**config.mk**
```make
export PLATFORM = sky130hd
export DESIGN_NAME = ieee_to_fixed_converter
export DESIGN_NICKNAME = d
export VERILOG_FILES = /design/src/rtl/ieee_to_fixed_converter.sv
export SDC_FILE = /design/constraint.sdc
export NUM_CORES = 1
export LEC_CHECK = 0
export ABC_AREA = 1
export BUFFER_PORTS_ARGS = -buffer_cell sky130_fd_sc_hd__buf_2
export CAP_MARGIN = 20
export CORE_MARGIN = 10
export CORE_UTILIZATION = 25
export CTS_CLUSTER_SIZE = 14
export DETAILED_ROUTE_END_ITERATION = 16
export GPL_ROUTABILITY_DRIVEN = 1
export MAX_ROUTING_LAYER = met4
export PLACE_DENSITY = 0.46
export SETUP_SLACK_MARGIN = 0.5
export SYNTH_ARGS = -nofsm -noshare
export SYNTH_HDL_FRONTEND = slang
export SYNTH_SLANG_ARGS = --single-unit
```
**constraint.sdc**
```tcl
create_clock -name clk -period 3.8 [get_ports clk]
set_input_delay 0.38 -clock clk [delete_from_list [all_inputs] [get_ports clk]]
set_output_delay 0.38 -clock clk [all_outputs]
set_load 0.01 [all_outputs]
```
**src/rtl/ieee_to_fixed_converter.sv**
```systemverilog
// IEEE-style {sign, exp[7:0], montissa} to sign-magnitude fixed point (INT_LEN.FRA_LEN), valid/ready in and out.
// Default: iterative shifter, 1 bit per cycle; define IEEE_TO_FIXED_FAST_SHIFT_EN for a single-cycle barrel shift at load.
module ieee_to_fixed_converter #(
  parameter int INT_LEN      = 16,
  parameter int FRA_LEN      = 16,
  parameter int MONTISSA_LEN = 23
) (
  input  logic                    clk,
  input  logic                    rst_n,
  input  logic [MONTISSA_LEN+8:0] ieee_val,
  input  logic                    in_valid,
  output logic                    in_ready,
  output logic [INT_LEN-1:0]      o_integer,
  output logic [FRA_LEN-1:0]      o_fraction,
  output logic                    sign_flag,
  output logic                    ovf,
  output logic                    out_valid,
  input  logic                    out_ready
);

  localparam int W_LEN   = INT_LEN + FRA_LEN + MONTISSA_LEN;
  localparam int MAX_RSH = FRA_LEN + MONTISSA_LEN;
  localparam int MAX_SH  = (INT_LEN - 1 > MAX_RSH) ? INT_LEN - 1 : MAX_RSH;
  localparam int CNT_W   = $clog2(MAX_SH + 1);

  localparam logic signed [8:0]  E_OVF   = 9'(INT_LEN);
  localparam logic signed [8:0]  E_MIN   = -9'(MAX_RSH);
  localparam logic [CNT_W-1:0]   CNT_ONE = CNT_W'(1);
  localparam logic [W_LEN-1:0]   W_SAT   = {{(INT_LEN + FRA_LEN){1'b1}}, {MONTISSA_LEN{1'b0}}};

  typedef enum logic [1:0] {
    IDLE  = 2'd0,
    SHIFT = 2'd1,
    DONE  = 2'd2
  } state_t;

  state_t             state_q, state_d;
  logic [W_LEN-1:0]   w_q, w_d;
  logic [CNT_W-1:0]   cnt_q, cnt_d;
  logic               left_q, left_d;
  logic               sign_q, sign_d;
  logic               ovf_q, ovf_d;

  // Input decode
  logic                    in_sign;
  logic [7:0]              in_exp;
  logic [MONTISSA_LEN-1:0] in_mant;
  logic signed [8:0]       in_e;
  logic [8:0]              in_e_mag;
  logic                    in_zero;
  logic                    in_sat;
  logic                    in_under;
  logic [W_LEN-1:0]        in_base;

  assign {in_sign, in_exp, in_mant} = ieee_val;
  assign in_e     = $signed({1'b0, in_exp}) - 9'sd127;
  assign in_e_mag = in_e[8] ? -in_e : in_e;
  assign in_zero  = (in_exp == 8'h00);
  assign in_sat   = (in_exp == 8'hFF) || (in_e >= E_OVF);
  assign in_under = (in_e < E_MIN);
  // Hidden one lands on the integer LSB position before any shift.
  assign in_base  = W_LEN'({1'b1, in_mant}) << FRA_LEN;

  always_comb begin
    state_d = state_q;
    w_d     = w_q;
    cnt_d   = cnt_q;
    left_d  = left_q;
    sign_d  = sign_q;
    ovf_d   = ovf_q;

    unique case (state_q)
      IDLE: begin
        if (in_valid) begin
          sign_d  = in_sign;
          ovf_d   = 1'b0;
          cnt_d   = '0;
          left_d  = ~in_e[8];
          state_d = DONE;
          if (in_zero || in_under) begin
            w_d = '0;
          end else if (in_sat) begin
            w_d   = W_SAT;
            ovf_d = 1'b1;
          end else begin
`ifdef IEEE_TO_FIXED_FAST_SHIFT_EN
            w_d = in_e[8] ? (in_base >> in_e_mag) : (in_base << in_e_mag);
`else
            w_d   = in_base;
            cnt_d = in_e_mag[CNT_W-1:0];
            if (in_e_mag != 9'd0) begin
              state_d = SHIFT;
            end
`endif
          end
        end
      end

      SHIFT: begin
        w_d   = left_q ? (w_q << 1) : (w_q >> 1);
        cnt_d = cnt_q - CNT_ONE;
        if (cnt_q == CNT_ONE) begin
          state_d = DONE;
        end
      end

      DONE: begin
        if (out_ready) begin
          state_d = IDLE;
        end
      end

      default: begin
        state_d = IDLE;
      end
    endcase
  end

  always_ff @(posedge clk or negedge rst_n) begin
    if (!rst_n) begin
      state_q <= IDLE;
      w_q     <= '0;
      cnt_q   <= '0;
      left_q  <= 1'b0;
      sign_q  <= 1'b0;
      ovf_q   <= 1'b0;
    end else begin
      state_q <= state_d;
      w_q     <= w_d;
      cnt_q   <= cnt_d;
      left_q  <= left_d;
      sign_q  <= sign_d;
      ovf_q   <= ovf_d;
    end
  end

  // Bits below the fraction LSB are dropped, giving truncation toward zero.
  assign o_integer  = w_q[W_LEN-1 -: INT_LEN];
  assign o_fraction = w_q[MONTISSA_LEN +: FRA_LEN];
  assign sign_flag  = sign_q;
  assign ovf        = ovf_q;
  assign in_ready   = (state_q == IDLE);
  assign out_valid  = (state_q == DONE);

endmodule

```
=== Yosys cells after proc, flatten, opt, wreduce, memory -nomap -nowiden ===
Index checks and enable logic that the tools add are counted.
Widths: inputs -> output; s select.

* Register bits: 66
* Logic and storage cells: 47

* Add/subtract/negate cells: 3
* $lt $le $gt $ge: 2
* Eq/ne operators: 7
* Mux-type cells: 19
* Bitwise gates (word level): 1
* Reduce and logical (&&, ||, !) cells: 9

{| class="wikitable"
|+ Operator list
! operator !! number
|-
| $mux 55 || 4
|-
| $pmux 55 s2 || 1
|-
| $mux 6 || 3
|-
| $mux 2 || 6
|-
| $pmux 6 s2 || 1
|-
| $ge 9x6->1 const B || 1
|-
| $lt 9x7->1 const B || 1
|-
| $mux 9 || 1
|-
| $neg 9->9 || 1
|-
| $reduce_bool 9->1 || 1
|-
| $sub 8x7->9 const B || 1
|-
| $eq 8x8->1 const B || 1
|-
| $logic_not 8->1 || 1
|-
| $eq 6x1->1 const B || 1
|-
| $pmux 2 s3 || 1
|-
| $sub 6x1->6 const B || 1
|-
| $ne 2x2->1 const B || 2
|-
| $reduce_and 2->1 || 2
|-
| $reduce_and 3->1 || 1
|-
| $eq 2x1->1 const B || 1
|-
| $eq 2x2->1 const B || 1
|-
| $logic_not 2->1 || 1
|-
| $logic_or 1x1->1 || 2
|-
| $mux 1 || 2
|-
| other kinds (3) || 3
|}

=== Longest topological paths before layout ===
* Depth after elaboration: 9
* Mapped depth: 15

=== Least setup slack after synthesis ===
OpenSTA, ideal clock, no wires.

* Kind: input to register
* Start: input port ieee_val[23]
* End: register w_q[32]
* Library setup time: 0.126 ns
* Arrival: 1.673 ns
* Data required time: 3.674 ns
* Slack: 2.001 ns
* Stages: 12
* Buffers on the path: 1
* Cells stage by stage: ha_1 nand2_1 clkinv_1 nand2_1 nand2_1 nand2_2 nand2_2 o21ai_4 inv_4 buf_6 o21ai_0 a21boi_1

* Cells in the longest elaborated chain, start to end: 7

{| class="wikitable"
|+ RTL lines
! element !! RTL line !! source
|-
| from (decl) || 10 || <nowiki>input logic [MONTISSA_LEN+8:0] ieee_val,</nowiki>
|-
| $sub 8x7->9 || 56 || <nowiki>assign in_e = $signed({1'b0, in_exp}) - 9'sd127;</nowiki>
|-
| $ge 9x6->1 || 59 || <nowiki>assign in_sat = (in_exp == 8'hFF) || (in_e >= E_OVF);</nowiki>
|-
| $logic_or 1x1->1 || 59 ||
|-
| $mux 55 || 82 || <nowiki>end else if (in_sat) begin</nowiki>
|-
| $mux 55 (*) || 80 || <nowiki>if (in_zero || in_under) begin</nowiki>
|-
| $mux 55 (*) || 74 || <nowiki>if (in_valid) begin</nowiki>
|-
| $pmux 55 s2 (*) || 72 || <nowiki>unique case (state_q)</nowiki>
|-
| to (signal assigned) || 129 || <nowiki>w_q <= w_d;</nowiki>
|-
| to (decl) || 38 || <nowiki>logic [W_LEN-1:0] w_q, w_d;</nowiki>
|}

Every way passes the cells marked *; elsewhere a longest branch is shown, timed or not. The select of a mux whose other input is x is not followed.
A chain may end at the register's enable or synchronous reset.

=== Worst setup path in the final report ===
* Start: input port ieee_val[23]
* End: register w_q[51]

Same word-level chain as after synthesis.

==> impl_metrics.ini <==
[run_status]
run_status = complete, no violations

[sta]
rsz0062_at_grt = no
setup_tns_ns = 0
clock_skew_ns = 0.005716
period_share = 0.5498
hold_viol = 0
setup_slack_ns = 1.711
setup_viol = 0
relSlewSlack = 0.4068
slew_violations = 0
period_needed_ns = 2.089
timing.fmax_mhz = 478.7
worst_pin_slew_ns = 0.8898

[global_routing]
gr-total-overflow = 0
busiest_layer = met2
met1_usage = 0.1297
grt_use_met3 = 0.01665
grt_max_degree = 67
antenna_found_initial = 0
grt_pass1_vias = 3930
grt_usage = 0.1055
met2_usage = 0.1741
grt_pass1_wl_um = 20180

[clock_network]
clock_path_buffers = 2
ctsResizeCount = 0
cts_hold_buffers = 0
clock-sinks = 66
cts_max_level = 3
path_clk_slew_ns = 0.06
cts-root-buf = clkbuf_16
post_cts_buffers = 0
clk_latency_ns = 0.33
cts_tree = done
cts-buffers-inserted = 9

[yosys]
syn-num-nets = 643
synth_edf_count = 0
ys_seq_elements = 66
syn_area_mm2 = 0.004344
yosysSeqAreaShare = 0.3802
synth_cell_types = 38
post_synth_inst_count = 603
synth_warnings = 0
synth-async-reset-ratio = 1.000
yosys.area.top_type = dfrtp_1
synthFlopType = dfrtp_1
yosys-top-cells-area = dfrtp_1 (38%), o21ai_0 (12%), nand2_1 (10%), buf_4 (5.7%), inv_1 (5.3%)
synth_top_cell_area_share = 0.3802
synth.avg_cell_area_um2 = 7.204

[critical_path]
path_max_fanout = 18
worst_r2r_startpoint = state_q[1]
startpoint = ieee_val[23]
arrival_ns = 2.28
critPathLaunchType = input pin
critical_path_class = input pin to register
crit_path_end = w_q[51]
r2r_end = w_q[41]
worst-r2r-cell-count = 8
r2r_slack_ns = 1.92
cp.required_ns = 3.99
worstSetupEndpointType = register

[floorplan]
core_area_mm2 = 0.01718
start_util = 0.2529
die_y_um = 151.8
ios = 72
fp.dieW_um = 151.8
rows = 48
die_area_mm2 = 0.02305

[placement]
port_buffers = 71
dp_hpwl_um = 8053
dp_slack_ns = 1.341
gp_congestion = 0.8375
dpl-instance-area_mm2 = 0.004649

[layout]
n_antenna_cell = 0
final_nets = 666
area_growth_pct = 15.70
layout_commonest_cell = nand2_1
final_cell_mix = nand2_1 (121), o21ai_0 (105), buf_2 (71)
drive_gt1_frac = 0.1854
fin_area_mm2 = 0.005026

[pwr]
irDropWorstVdd_v = 0.0003148
p_leak_nw = 2.460
power_density_mw_per_mm2 = 865.3

[drt]
num_vias = 3952
first_pass_iters = 4
routed_wl_um = 12140
wl_per_cell_um = 14.19
drc = 0
drt_iter0_drc = 302
routed_via_density = 4.617
ant_nets = 0

[worst_hold_path]
hold_path.class = input pin to async pin

[job]
cap_violations = 0
## per-stage QoR
stage | hold WS [ns] | utilization | instances | power [mW]
after detailed placement | 0.4773 | 0.2707 | 840 | 3.331
final | 0.2655 | 0.2926 | 856 | 4.349
after CTS | 0.2830 | 0.2926 | 856 | 4.396
after global placement | 0.4698 | 0.2707 | 840 | 3.302
after floorplan | 0.08441 | - | 603 | 2.920
after global routing | 0.2961 | 0.2926 | 856 | 4.746
## power breakdown
| group | internal, mW | leakage [nW] | switching, mW |
|---|---|---|---|
| logic | 0.753 | 1.49 | 1.25 |
| registers | 1.06 | 0.792 | 0.246 |
| clock network | 0.727 | 0.183 | 0.316 |
| total | 2.54 | 2.46 | 1.81 |
## routing by layer
metal | part of all wire | wire [µm]
met5 | 0 | 0
met4 | 0.0068 | 82
met3 | 0.037 | 451
met2 | 0.49 | 5985
met1 | 0.46 | 5624
## sequential cells by signal (all words and copies together), names as in the netlist
signal,cells
cnt_q,6
left_q,1
ovf,1
sign_flag,1
state_q,2
w_q,55
## Yosys cell counts (10+ instances only)
cell type and count:
clkbuf_1 25, o21ai_0 105, inv_1 61, buf_4 33, a21boi_1 18, nor2_1 47
nand2_1 121, nand3_1 24, a21oi_1 26, dfrtp_1 66, a22oi_1 10
## layout make-up
type | count | area [µm²]
multi-input cells | 404 | 2037
inverters | 67 | 259.0
flip-flops and latches | 66 | 1652
clock inverters | 6 | 137.6
well taps | 225 | 281.5
repair buffers | 78 | 420.4
fillers | 1922 | 12150
clock buffers | 10 | 239.0
## worst min path at each step
| stage | from | endpoint | slack (ns) |
|---|---|---|---|
| 5_1_grt | ieee_val[31] | sign_flag | 0.30 |
| 3_5_place_dp | ovf | ovf | 0.48 |
| 6_report | rst_n | w_q[51] | 0.27 |
| 2_1_floorplan | rst_n | cnt_q[0] | 0.08 |
| 4_1_cts | ieee_val[31] | sign_flag | 0.28 |
| 3_3_place_gp | ovf | ovf | 0.47 |
## critical path: stages
cell,delay (ns)
buf_2,0.12
ha_1,0.24
nand2_1,0.10
clkinv_1,0.14
nand2_1,0.10
nand2_1,0.06
nand2_2,0.10
nand2_2,0.08
o21ai_4,0.36
inv_4,0.19
nand2_2,0.29
a22oi_1,0.11
## kinds of logic (layout without fill, tap and decap cells)
kind of cell | after synthesis | count (layout) | share of synthesized area
XOR/XNOR | 1 | 1 | 0.002016
AND/OR/NAND/NOR | 213 | 213 | 0.2054
multiplexers | 1 | 1 | 0.002592
buffers and inverters | 133 | 161 | 0.1527
flip-flops | 66 | 66 | 0.3802
adder cells (fa/ha/maj) | 4 | 4 | 0.01152
AO/OA/AOI/OAI | 185 | 185 | 0.2457
Note: power is estimated with default switching activity, not from simulation.
